[src/rtl/lcd_defs_pkg.sv]
// Shared LCD definitions: scan-out FSM states, pixel word type, panel geometry and
// the panel's memory-write command, plus the shade-to-RGB565 palette lookup.
package lcd_defs;

  typedef enum logic [1:0] {IDLE, CMD, PIX, DONE} lcd_scan_state_e;

  typedef logic [15:0] rgb565_t;

  localparam int         LCD_W     = 160;
  localparam int         LCD_H     = 144;
  localparam logic [7:0] CMD_RAMWR = 8'h2C;

  function automatic rgb565_t shade_to_rgb(input logic [1:0] shade,
                                           input rgb565_t    s0,
                                           input rgb565_t    s1,
                                           input rgb565_t    s2,
                                           input rgb565_t    s3);
    rgb565_t word;
    case (shade)
      2'd0:    word = s0;
      2'd1:    word = s1;
      2'd2:    word = s2;
      default: word = s3;
    endcase
    return word;
  endfunction

endpackage

[src/rtl/spi_shift_tx_m.sv]
// SPI mode-0 transmitter, MSB first, two clocks per bit. A load always wins, so the
// next word can be loaded during the last bit's high phase with no sclk gap.
module spi_shift_tx_m (
  input  logic        clk,
  input  logic        rst,
  input  logic        load,
  input  logic [15:0] data,
  input  logic [4:0]  nbits,
  output logic        sclk,
  output logic        mosi,
  output logic        last_bit
);

  logic [15:0] shreg;
  logic [3:0]  bits_left;
  logic        active;

  always_ff @(posedge clk) begin
    if (rst) begin
      shreg     <= '0;
      bits_left <= '0;
      active    <= 1'b0;
      sclk      <= 1'b0;
      mosi      <= 1'b0;
    end else if (load) begin
      shreg     <= data;
      bits_left <= 4'(nbits - 5'd1);
      active    <= 1'b1;
      sclk      <= 1'b0;
      mosi      <= data[15];
    end else if (active) begin
      if (!sclk) begin
        sclk <= 1'b1;
      end else begin
        sclk <= 1'b0;
        if (bits_left == 4'd0) begin
          // Word finished with nothing queued: park the line low.
          active <= 1'b0;
          mosi   <= 1'b0;
        end else begin
          shreg     <= {shreg[14:0], 1'b0};
          mosi      <= shreg[14];
          bits_left <= bits_left - 4'd1;
        end
      end
    end
  end

  // High during the sclk-high phase of the final bit of the current word.
  assign last_bit = active && sclk && (bits_left == 4'd0);

endmodule

[src/rtl/lcd_spi_scanout_m.sv]
// Framebuffer scan-out: on frame_start, sends RAMWR then every pixel as RGB565 over SPI,
// prefetching each pixel's shade one pixel ahead. Handshake: frame_start is a 1-cycle request, frame_done a 1-cycle completion.
module lcd_spi_scanout_m #(
  parameter int          FB_WIDTH  = lcd_defs::LCD_W,
  parameter int          FB_HEIGHT = lcd_defs::LCD_H,
  parameter logic [15:0] SHADE0    = 16'hFFFF,
  parameter logic [15:0] SHADE1    = 16'hAD55,
  parameter logic [15:0] SHADE2    = 16'h52AA,
  parameter logic [15:0] SHADE3    = 16'h0000,
  parameter logic [7:0]  CMD_RAMWR = lcd_defs::CMD_RAMWR
) (
  input  logic                      clk_4mhz,
  input  logic                      rst,
  input  logic                      frame_start,
  output logic                      fb_rd_en,
  output logic [14:0]               fb_addr,
  input  logic [1:0]                fb_rd_data,
  output logic                      spi_sclk,
  output logic                      spi_mosi,
  output logic                      spi_cs_n,
  output logic                      spi_dc,
  output logic                      busy,
  output logic                      frame_done,
  output logic                      frame_overrun,
  output lcd_defs::lcd_scan_state_e scan_state
);

  import lcd_defs::*;

  localparam int          N_PIX = FB_WIDTH * FB_HEIGHT;
  localparam logic [14:0] LAST  = 15'(N_PIX - 1);

  lcd_scan_state_e state;
  logic [14:0]     pix_idx;
  logic [1:0]      next_px;
  logic            rd_pending;
  logic            load;
  logic [15:0]     load_data;
  logic [4:0]      load_nbits;
  logic            last_bit;

  always_comb begin
    load       = 1'b0;
    load_data  = shade_to_rgb(next_px, SHADE0, SHADE1, SHADE2, SHADE3);
    load_nbits = 5'd16;
    if ((state == IDLE || state == DONE) && frame_start) begin
      load       = 1'b1;
      load_data  = {CMD_RAMWR, 8'h00};
      load_nbits = 5'd8;
    end else if (state == CMD && last_bit) begin
      load = 1'b1;
    end else if (state == PIX && last_bit && pix_idx != LAST) begin
      load = 1'b1;
    end
  end

  always_ff @(posedge clk_4mhz) begin
    if (rst) begin
      state         <= IDLE;
      spi_cs_n      <= 1'b1;
      spi_dc        <= 1'b0;
      busy          <= 1'b0;
      frame_done    <= 1'b0;
      frame_overrun <= 1'b0;
      fb_rd_en      <= 1'b0;
      fb_addr       <= '0;
      pix_idx       <= '0;
      next_px       <= '0;
      rd_pending    <= 1'b0;
    end else begin
      frame_done    <= 1'b0;
      frame_overrun <= 1'b0;
      fb_rd_en      <= 1'b0;
      rd_pending    <= fb_rd_en;
      // Read data trails fb_rd_en by one cycle.
      if (rd_pending) next_px <= fb_rd_data;
      case (state)
        IDLE, DONE: begin
          // A start landing on the frame_done cycle is taken straight away.
          if (frame_start) begin
            state    <= CMD;
            spi_cs_n <= 1'b0;
            spi_dc   <= 1'b0;
            busy     <= 1'b1;
            fb_rd_en <= 1'b1;
            fb_addr  <= '0;
            pix_idx  <= '0;
          end else begin
            state <= IDLE;
            busy  <= 1'b0;
          end
        end
        CMD: begin
          if (frame_start) frame_overrun <= 1'b1;
          if (last_bit) begin
            state   <= PIX;
            spi_dc  <= 1'b1;
            pix_idx <= '0;
            if (LAST != 15'd0) begin
              fb_rd_en <= 1'b1;
              fb_addr  <= 15'd1;
            end
          end
        end
        PIX: begin
          if (frame_start) frame_overrun <= 1'b1;
          if (last_bit) begin
            if (pix_idx == LAST) begin
              state      <= DONE;
              spi_cs_n   <= 1'b1;
              spi_dc     <= 1'b0;
              frame_done <= 1'b1;
            end else begin
              pix_idx <= pix_idx + 15'd1;
              // The final pixel was already fetched; no read past the frame.
              if (pix_idx + 15'd1 != LAST) begin
                fb_rd_en <= 1'b1;
                fb_addr  <= pix_idx + 15'd2;
              end
            end
          end
        end
        default: state <= IDLE;
      endcase
    end
  end

  spi_shift_tx_m u_tx (
    .clk      (clk_4mhz),
    .rst      (rst),
    .load     (load),
    .data     (load_data),
    .nbits    (load_nbits),
    .sclk     (spi_sclk),
    .mosi     (spi_mosi),
    .last_bit (last_bit)
  );

  assign scan_state = state;

endmodule

[config.mk]
export PLATFORM = sky130hd
export DESIGN_NAME = lcd_spi_scanout_m
export DESIGN_NICKNAME = d
export VERILOG_FILES = /design/src/rtl/lcd_defs_pkg.sv /design/src/rtl/spi_shift_tx_m.sv /design/src/rtl/lcd_spi_scanout_m.sv
export SDC_FILE = /design/constraint.sdc
export NUM_CORES = 1
export LEC_CHECK = 0
export ABC_CLOCK_PERIOD_IN_PS = 5600
export CORE_MARGIN = 8
export CORE_UTILIZATION = 45
export DETAILED_ROUTE_END_ITERATION = 8
export GPL_TIMING_DRIVEN = 0
export PLACE_DENSITY = 0.65
export SYNTH_ARGS = -nofsm -noshare
export SYNTH_HDL_FRONTEND = slang
export SYNTH_SLANG_ARGS = --single-unit
[constraint.sdc]
create_clock -name clk_4mhz -period 5.6 [get_ports clk_4mhz]
set_input_delay 1.12 -clock clk_4mhz [delete_from_list [all_inputs] [get_ports clk_4mhz]]
set_output_delay 1.12 -clock clk_4mhz [all_outputs]
set_load 0.02 [all_outputs]
* Word-level counts from Yosys, hierarchy flattened *
Cells that the tools add are included.
W data, S select, Z words.

storage, ports and cells
  flip-flop bits (word level) = 63
  bits in latches = 0
  RAM bits = 0
  bits in read-only memories = 0
  input bits = 5
  output and inout bits = 25
  logic and storage cells = 116
  memories kept = 0

cells by class
  add/subtract/negate cells = 4
  multiply operators = 0
  div/mod/pow operators = 0
  $lt $le $gt $ge = 0
  eq/ne operators = 15
  shift-type cells = 0
  muxes and demuxes = 53
  bitwise gates (word level) = 3
  reductions and logical operators = 25

operators with widths
  cell                     number
  $mux W15                 12
  $pmux W15 S3             2
  $pmux W16 S3             1
  $ne A15 B15 Y1 const B   2
  $mux W1                  25
  $mux W4                  5
  $mux W16                 1
  $add A15 B1 Y15 const B  1
  $add A15 B2 Y15 const B  1
  $eq A15 B15 Y1 const B   1
  $reduce_and A4 Y1        3
  $ne A2 B2 Y1 const B     5
  $reduce_or A2 Y1         4
  $sub A4 B1 Y4 const B    2
  $eq A2 B2 Y1 const B     3
  $logic_and A1 B1 Y1      6
  $mux W2                  3
  $pmux W1 S3              2
  $pmux W2 S3              1
  $reduce_and A3 Y1        2
  $reduce_bool A2 Y1       3
  $reduce_and A5 Y1        1
  $eq A2 B1 Y1 const B     2
  $logic_not A2 Y1         2
  other kinds (7)          10

* Logic depth before layout (Yosys ltp) *
Gate-level depths: netlist of the first run.

  depth after elaboration = 9
  mapped depth = 10
  gate-level depth less buffers = 7

* Hierarchy *
A second synthesis of the first run with hierarchy kept.

second synthesis, totals
  cells, all modules = 414
  area total of the unflattened synthesis = 3503.4 µm²

modules (own cells, without submodules)
  module             times used  cells each  area each (µm²)  seq. area each (µm²)
  lcd_spi_scanout_m  1           302         2452.4           820.8
  spi_shift_tx_m     1           112         1051.0           440.4

* Least setup slack after synthesis of the first run *
Ideal clock, no wire load.

  kind = register to register
  from = register pix_idx[2]
  to = register fb_addr[0]
  data arrival time = 2.622 ns
  required time = 5.479 ns
  path slack = 2.857 ns
  cell stages (with the launch flop) = 9
  path buffers = 1
  period minus slack after synthesis = 2.743 ns
  cell sequence = dfxtp_1 > ha_1 > nand2_2 > xor2_1 > or4_1 > or4_1 > buf_2 > o31ai_4 > mux2_4

between the ends
  longest elaborated chain between the ends = 4

RTL lines
  element                        RTL line                  RTL
  from (decl)                    lcd_spi_scanout_m.sv:34   logic [14:0] pix_idx;
  from (signal assigned)         lcd_spi_scanout_m.sv:114  pix_idx <= pix_idx + 15'd1;
  $add A15 B1 Y15                lcd_spi_scanout_m.sv:116  if (pix_idx + 15'd1 != LAST) begin
  $ne A15 B15 Y1                 lcd_spi_scanout_m.sv:116
  $ne A2 B1 Y1 (no line)         n/a
  $reduce_and A5 Y1 (no line) *  n/a
  to (signal assigned)           lcd_spi_scanout_m.sv:118  fb_addr <= pix_idx + 15'd2;
  to (decl)                      lcd_spi_scanout_m.sv:16   output logic [14:0] fb_addr,

Every way passes the cells marked *; elsewhere a longest branch is shown, timed or not.
A chain may end at the register's enable or synchronous reset.

* Worst setup path after layout of the first run *
  from = register pix_idx[1]
  to = register fb_addr[0]

Same word-level chain as after synthesis.

==> impl_results.md, run 1 <==
- Width of the die: 101 um
- CP Capture Type: flip-flop
- Final Setup Violations: 0
- Reg power frac: around 37%
- IO Port Bufs: 28
- Cell Chain, Critical Path: ha_1 > nand3_2 > nor3_1 > a31oi_1 > or4_1 > buf_2 > o31ai_4 > mux2_4
- Syn-to-layout area delta: 19.6%
- Global route overflow: 0
- Clock root buffer: clkbuf_8
- TritonCTS Buffers: 9
- Hold Crit Depth: 2
- Asr flop ratio synth: 0%
- Unique masters post-synth: 56
- Avg WL per Cell: ~16 um
- Initial antenna violation count: 0
- Row cnt: 31
- Core Box Area: 0.00710 mm2
- Setup TNS: 0 ns
- Clock Path Buffers: 2
- Syn. warnings: 0
- Leading area contributor after synthesis: dfxtp_1
- Synth Instances: roughly 380
- Skew final: approximately 0.012 ns
- IO Pins: 30
- DR iter-0 viols: 198
- Slew @ Worst Pin: 0.950 ns
- Diodes inserted: 0
- Number of flops mapped to enable cells by yosys: 0
- Most frequent cells in the layout: 63 x dfxtp_1, 40 x nor2_1, 29 x a21oi_1
- Register area share after synthesis: roughly two fifths
- R2R depth: 8
- Fin. Hold Viols: 0
- Smallest hold slack: 0.473 ns
- Max VDD drop: roughly 0.3 mV
- 1st-pass router iterations: 4
- HPWL Detailed: 6060 um
- P_leak: roughly 1.4 nW
- Achievable clock frequency: around 0.31 GHz
- Crit path buf inv count: 1
- Drt total wl: 8330 um
- Vias per cell: 5.52
- Cell at the slowest stage of the critical path: or4_1
- Internal power: 0.000982 W
- Total GRT Usage: 16.9%
- Total Power: 0.00153 W
- Top_reg_cell synth: dfxtp_1
- WS Path Type: flip-flop to flip-flop
- CTS sink count: 63
- Resize count post-CTS: 0
- Highest net fanout along the worst path: 7
- Largest delay contributor family on the critical path: simple AND/OR/NAND/NOR gates
- Die area: 0.0102 mm2
- Crit path DAT: 3.46 ns
- Sw Pwr: 0.000546 W
- Critical path startpoint category: flip-flop
- Period minus WS final: 3.21 ns
- Share of the synthesized area in the top cell type: 38.9%
- RSZ-0062 raised after global routing: false
- Placer congestion estimate: 0.901
- Setup repair bufs after CTS: 0
- Via Count: 2,903
- Crit path depth: 8
- Slew HR: 36.1%
- Clock power share: ~30%
- Mapped Nets: between 300 and 400
- Number of global-route vias before repair: 2,747
- Largest net degree at the start of global routing: 13
- Status: complete, no violations
- Max-slew violations: 0
- Worst-path clk slew: approximately 0.08 ns
- Top cells by area, synth: dfxtp_1 39%, nor2_1 4.6%, a21oi_1 4.5%, mux2i_1 3.7%, o21ai_0 3.2%
- Sw Share: around 36%
- Clk_lat worst skew: 0.36 ns
- Max incr delay on CP: 0.57 ns
- Layout Nets: around 430
- First-pass GRT wire length: ~14,000 um
- Max-Cap Viols: 0
- Post-CTS Hold Fix Bufs: 0
- Period utilization: 57.3%
- FILL cells: 688
- Comb power frac: 33.5%
- CTS tree: done
- Residual DRC: 0
- Antenna viol nets, final: 0
- Mapped Area: 0.00324 mm2
- Layout cells sized above 1: under 10%
- Die height: a little over 100 um
- HP Class: flip-flop to flip-flop
- PwrDens: 394 mW/mm2
- Starting Density: 45.6%
- Most common cell after layout, fill and taps aside: dfxtp_1
- WP data required: a little under 6 ns
- Avg Inst Size Synth: 8.46 um2
- Clock H-tree levels: 3
- Seq cells post-synth: 63
-- per-stage QoR --
step | utilization, % | worst slack, ns | instance area (um2) | instances
floorplan | - | 2.86 | 3240 | 383
global placement | 51.3 | 2.20 | 3640 | 510
detailed placement | 51.3 | 2.18 | 3640 | 510
CTS | 54.6 | 2.46 | 3870 | 526
global route | 54.6 | 2.21 | 3870 | 526
finish | 54.6 | 2.39 | 3870 | 526
-- final timing paths --
path	from	endpoint	slack (ns)
worst max-delay path	pix_idx[1]	fb_addr[0]	2.39
worst min-delay path	fb_addr[10]	fb_addr[10]	0.47
worst max register to register	pix_idx[1]	fb_addr[0]	2.39
worst min register to register	fb_addr[10]	fb_addr[10]	0.47
-- sequential cells by signal, indices dropped and copies added, names as in the netlist, 2 cells and up --
signal	count
fb_addr	15
u_tx.bits_left	4
scan_state	2
next_px	2
pix_idx	15
u_tx.shreg	15
-- worst register-to-register path, delay by kind of cell, from the launching register on --
kind            cells  cell delay, ns
simple gates        3            1.24
buf+inv             1            0.19
flops               1            0.45
compound gates      2            0.57
fa+ha+maj           1            0.33
mux                 1            0.34
-- cell usage after synthesis (all sizes together), types with 2 or more instances --
master  number
dfxtp       63
nor2        40
a21oi       29
nand2       27
o21ai       23
buf         15
inv         14
nand2b      14
mux2i       12
nand3       12
nor3        12
o22ai       12
clkbuf      10
xor2        10
xnor2        9
a211oi       8
ha           6
nor4         6
or3          6
or4          6
a311oi       5
a21o         4
nand4        4
o32ai        4
and3         3
nor3b        3
o211ai       3
a31oi        2
and2         2
and2b        2
nand3b       2
o31a         2
or2          2
-- power groups by stage --
| stage | Clock [W] | Combinational, W | Sequential [W] |
|---|---|---|---|
| floorplan | 0 | 0.000360 | 0.000581 |
| global placement | 0 | 0.000504 | 0.000569 |
| detailed placement | 0 | 0.000512 | 0.000571 |
| CTS | 0.000464 | 0.000513 | 0.000561 |
| global route | 0.000481 | 0.000564 | 0.000571 |
| finish | 0.000455 | 0.000511 | 0.000561 |
-- metal layers --
metal | global-route usage [%] | part of all wire, %
met2 | 28.0 | 48
met3 | 2.76 | 4.8
met5 | 0 | 0
met1 | 20.7 | 45
met4 | 8.02 | 2.3
-- layout make-up --
| type | count | area [um2] | share of cell area (%) |
|---|---|---|---|
| buffer | 25 | 165 | 4.26 |
| clock buffer | 10 | 138 | 3.55 |
| clock inverter | 6 | 93.8 | 2.42 |
| inverter | 14 | 52.6 | 1.36 |
| multi-input combinational | 281 | 1760 | 45.4 |
| sequential | 63 | 1260 | 32.5 |
| tap | 99 | 124 | 3.20 |
| timing repair buffer | 28 | 280 | 7.23 |
-- cells by family (layout without fill, tap and decap cells) --
group,after synthesis,count (layout),synth area share (%)
simple gates,144,144,23.3
compound gates,99,99,19.4
flops,63,63,38.9
buf+inv,39,83,6.72
xor+xnor,19,19,5.14
mux,13,13,4.17
fa+ha+maj,6,6,2.32
No activity file was read; power rests on OpenSTA's default activity.
==> run 2: changes to the inputs <==
- ABC_CLOCK_PERIOD_IN_PS: 5600 -> 3400
- clock period: 5.6 -> 3.4 ns (I/O delays scaled with it)
==> results of run 2 <==
Same layout as run 1 (identical final DEF). Status: complete, no violations.
Among the figures that moved: setup slack after placement 2.18 ns -> 0.262 ns; setup slack after layout 2.39 ns -> 0.191 ns; register-to-register setup slack 2.39 ns -> 0.19 ns; total power 0.00153 W -> 0.00252 W; worst IR drop on VDD 0.302 mV -> 0.498 mV
==> run 3: changes to the inputs <==
- CORE_UTILIZATION: 45 -> 55
- PLACE_DENSITY: 0.65 -> 0.77
==> impl_results.md, run 3 (synthesis gave the netlist of run 1 again) <==
- DR iter-0 viols: 181 (-8.6%)
- Diodes inserted: 0 (unchanged)
- Critical path startpoint category: flip-flop
- P_leak: 1.32 nW (-2.6%)
- Max incr delay on CP: 0.55 ns (-0.02 ns)
- TritonCTS Buffers: 9 (unchanged)
- PwrDens: 621 mW/mm2
- WP data required: 3.63 ns
- Drt total wl: 8170 um (-1.9%)
- Vias per cell: 5.88 (+6.5%)
- Clock H-tree levels: 3 (unchanged)
- Total GRT Usage: 19.7% (+2.8 points)
- Die height: 92.7 um (-8.0%)
- IO Pins: 30 (unchanged)
- Number of global-route vias before repair: 2,838 (+3.3%)
- CTS tree: done
- Residual DRC: 0 (unchanged)
- 1st-pass router iterations: 5 (+1)
- Core Box Area: 0.00582 mm2 (-18%)
- Achievable clock frequency: 0.311 GHz (-0.20%)
- WS Path Type: flip-flop to flip-flop
- Skew final: 0.00559 ns (-0.00649 ns)
- Period utilization: between 90% and 100%
- Antenna viol nets, final: 0 (unchanged)
- RSZ-0062 raised after global routing: false
- Setup TNS: 0 ns (unchanged)
- Period minus WS final: 3.22 ns
- Cell at the slowest stage of the critical path: or4_1
- Worst-path clk slew: 0.07 ns (about the same)
- Highest net fanout along the worst path: 7 (unchanged)
- Clock root buffer: clkbuf_8
- Width of the die: 92.7 um (-8.0%)
- Layout cells sized above 1: 9.60% (unchanged)
- IO Port Bufs: 28 (unchanged)
- Syn-to-layout area delta: 16.9%
- Max-Cap Viols: 0 (unchanged)
- Crit path DAT: 3.45 ns (about the same)
- Fin. Hold Viols: 0 (unchanged)
- Largest net degree at the start of global routing: 13 (unchanged)
- Most common cell after layout, fill and taps aside: dfxtp_1
- Layout Nets: 433 (unchanged)
- Slew HR: 43.3% (+7.2 points)
- HP Class: flip-flop to flip-flop
- Global route overflow: 0 (unchanged)
- Most frequent cells in the layout: 63 x dfxtp_1, 40 x nor2_1, 29 x a21oi_1
- Clk_lat worst skew: 0.34 ns (-0.02 ns)
- Resize count post-CTS: 0 (unchanged)
- CP Capture Type: flip-flop
- Final Setup Violations: 0 (unchanged)
- Row cnt: 28 (-9.7%)
- Clock Path Buffers: 2 (unchanged)
- Initial antenna violation count: 0 (unchanged)
- Worst R2R Setup Slack: 0.18 ns
- CTS sink count: 63 (unchanged)
- Fin util: 65.1% (+11 points)
- Post-CTS Hold Fix Bufs: 0 (unchanged)
- Status: complete, no violations
- Via Count: 2,950 (+1.6%)
- Max VDD drop: 0.529 mV
- First-pass GRT wire length: 13,700 um (about the same)
- Avg WL per Cell: 16.3 um (+2.7%)
- HPWL Detailed: 5860 um (-3.4%)
- Max-slew violations: 0 (unchanged)
- Starting Density: 55.7% (+10 points)
- Setup repair bufs after CTS: 0 (unchanged)
- Die area: 0.00860 mm2 (-15%)
- Largest regs: fb_addr: 15 flops, pix_idx: 15 flops, u_tx.shreg: 15 flops
- Slew @ Worst Pin: 0.842 ns (-0.107 ns)
- Cell Chain, Critical Path: ha_1 > nand3_2 > nor3_1 > a31oi_1 > or4_1 > buf_2 > o31ai_4 > mux2_4
- Placer congestion estimate: 0.925 (+2.7%)
run 3: changes by cell type in the layout (fill, tap and decap cells not counted):
cell / previous run / this run
inv_6: 0 / 1
clkbuf_8: 10 / 9
clkinvlp_4: 1 / 4
bufinv_16: 2 / 0
clkinv_2: 0 / 2
clkinv_4: 3 / 0
run 3: area by class of cell:
type                    count  area (um2)
fillers                   519        2030
repair buffers             28         280
clock inverters             7        48.8
inverters                  14        52.6
plain buffers              25         165
flip-flops and latches     63        1260
clock buffers               9         124
multi-input cells         281        1760
well taps                  75        93.8
run 3: worst max-delay path: cells and delay by family (launching register included):
family / cells / cell delay, ns
AOI/OAI and AO/OA: 2 / 0.60
muxes: 1 / 0.34
DFF: 1 / 0.46
adders and majority gates: 1 / 0.33
and+or+nand+nor: 3 / 1.21
buffers and inverters: 1 / 0.18
run 3: path summary, 6_finish.rpt:
kind / endpoint / start / cells past startpoint
setup / recovery: fb_addr[0] / pix_idx[1] / 8
hold / removal: fb_addr[13] / fb_addr[13] / 2
setup reg to reg: fb_addr[0] / pix_idx[1] / 8
hold reg to reg: fb_addr[13] / fb_addr[13] / 2
run 3: power by group:
part / switching [W] / total (W) / internal, W / leakage (nW)
clock network: 0.000310 / 0.000573 / 0.000263 / 0.0776
registers: 0.0000765 / 0.000926 / 0.000849 / 0.512
logic: 0.000520 / 0.000852 / 0.000332 / 0.726
run 3: metrics by stage:
step                instances  worst slack, ns  power (W)  area [um2]  hold WS [ns]
CTS                       502            0.242    0.00234        3790         0.475
detailed placement        486            0.271    0.00178        3610         0.464
finish                    502            0.184    0.00235        3790         0.472
global route              502           0.0574    0.00249        3790         0.486
floorplan                 383            0.657    0.00155        3240         0.448
global placement          486            0.338    0.00175        3610         0.457
run 3: per-layer routing:
layer	vias up	part of all wire, %	GRT usage, %
met3	18	5.4	5.02
met2	84	47	31.9
met4	0	2.9	9.40
li1	1467	-	-
met5	-	0	0
met1	1381	45	23.8
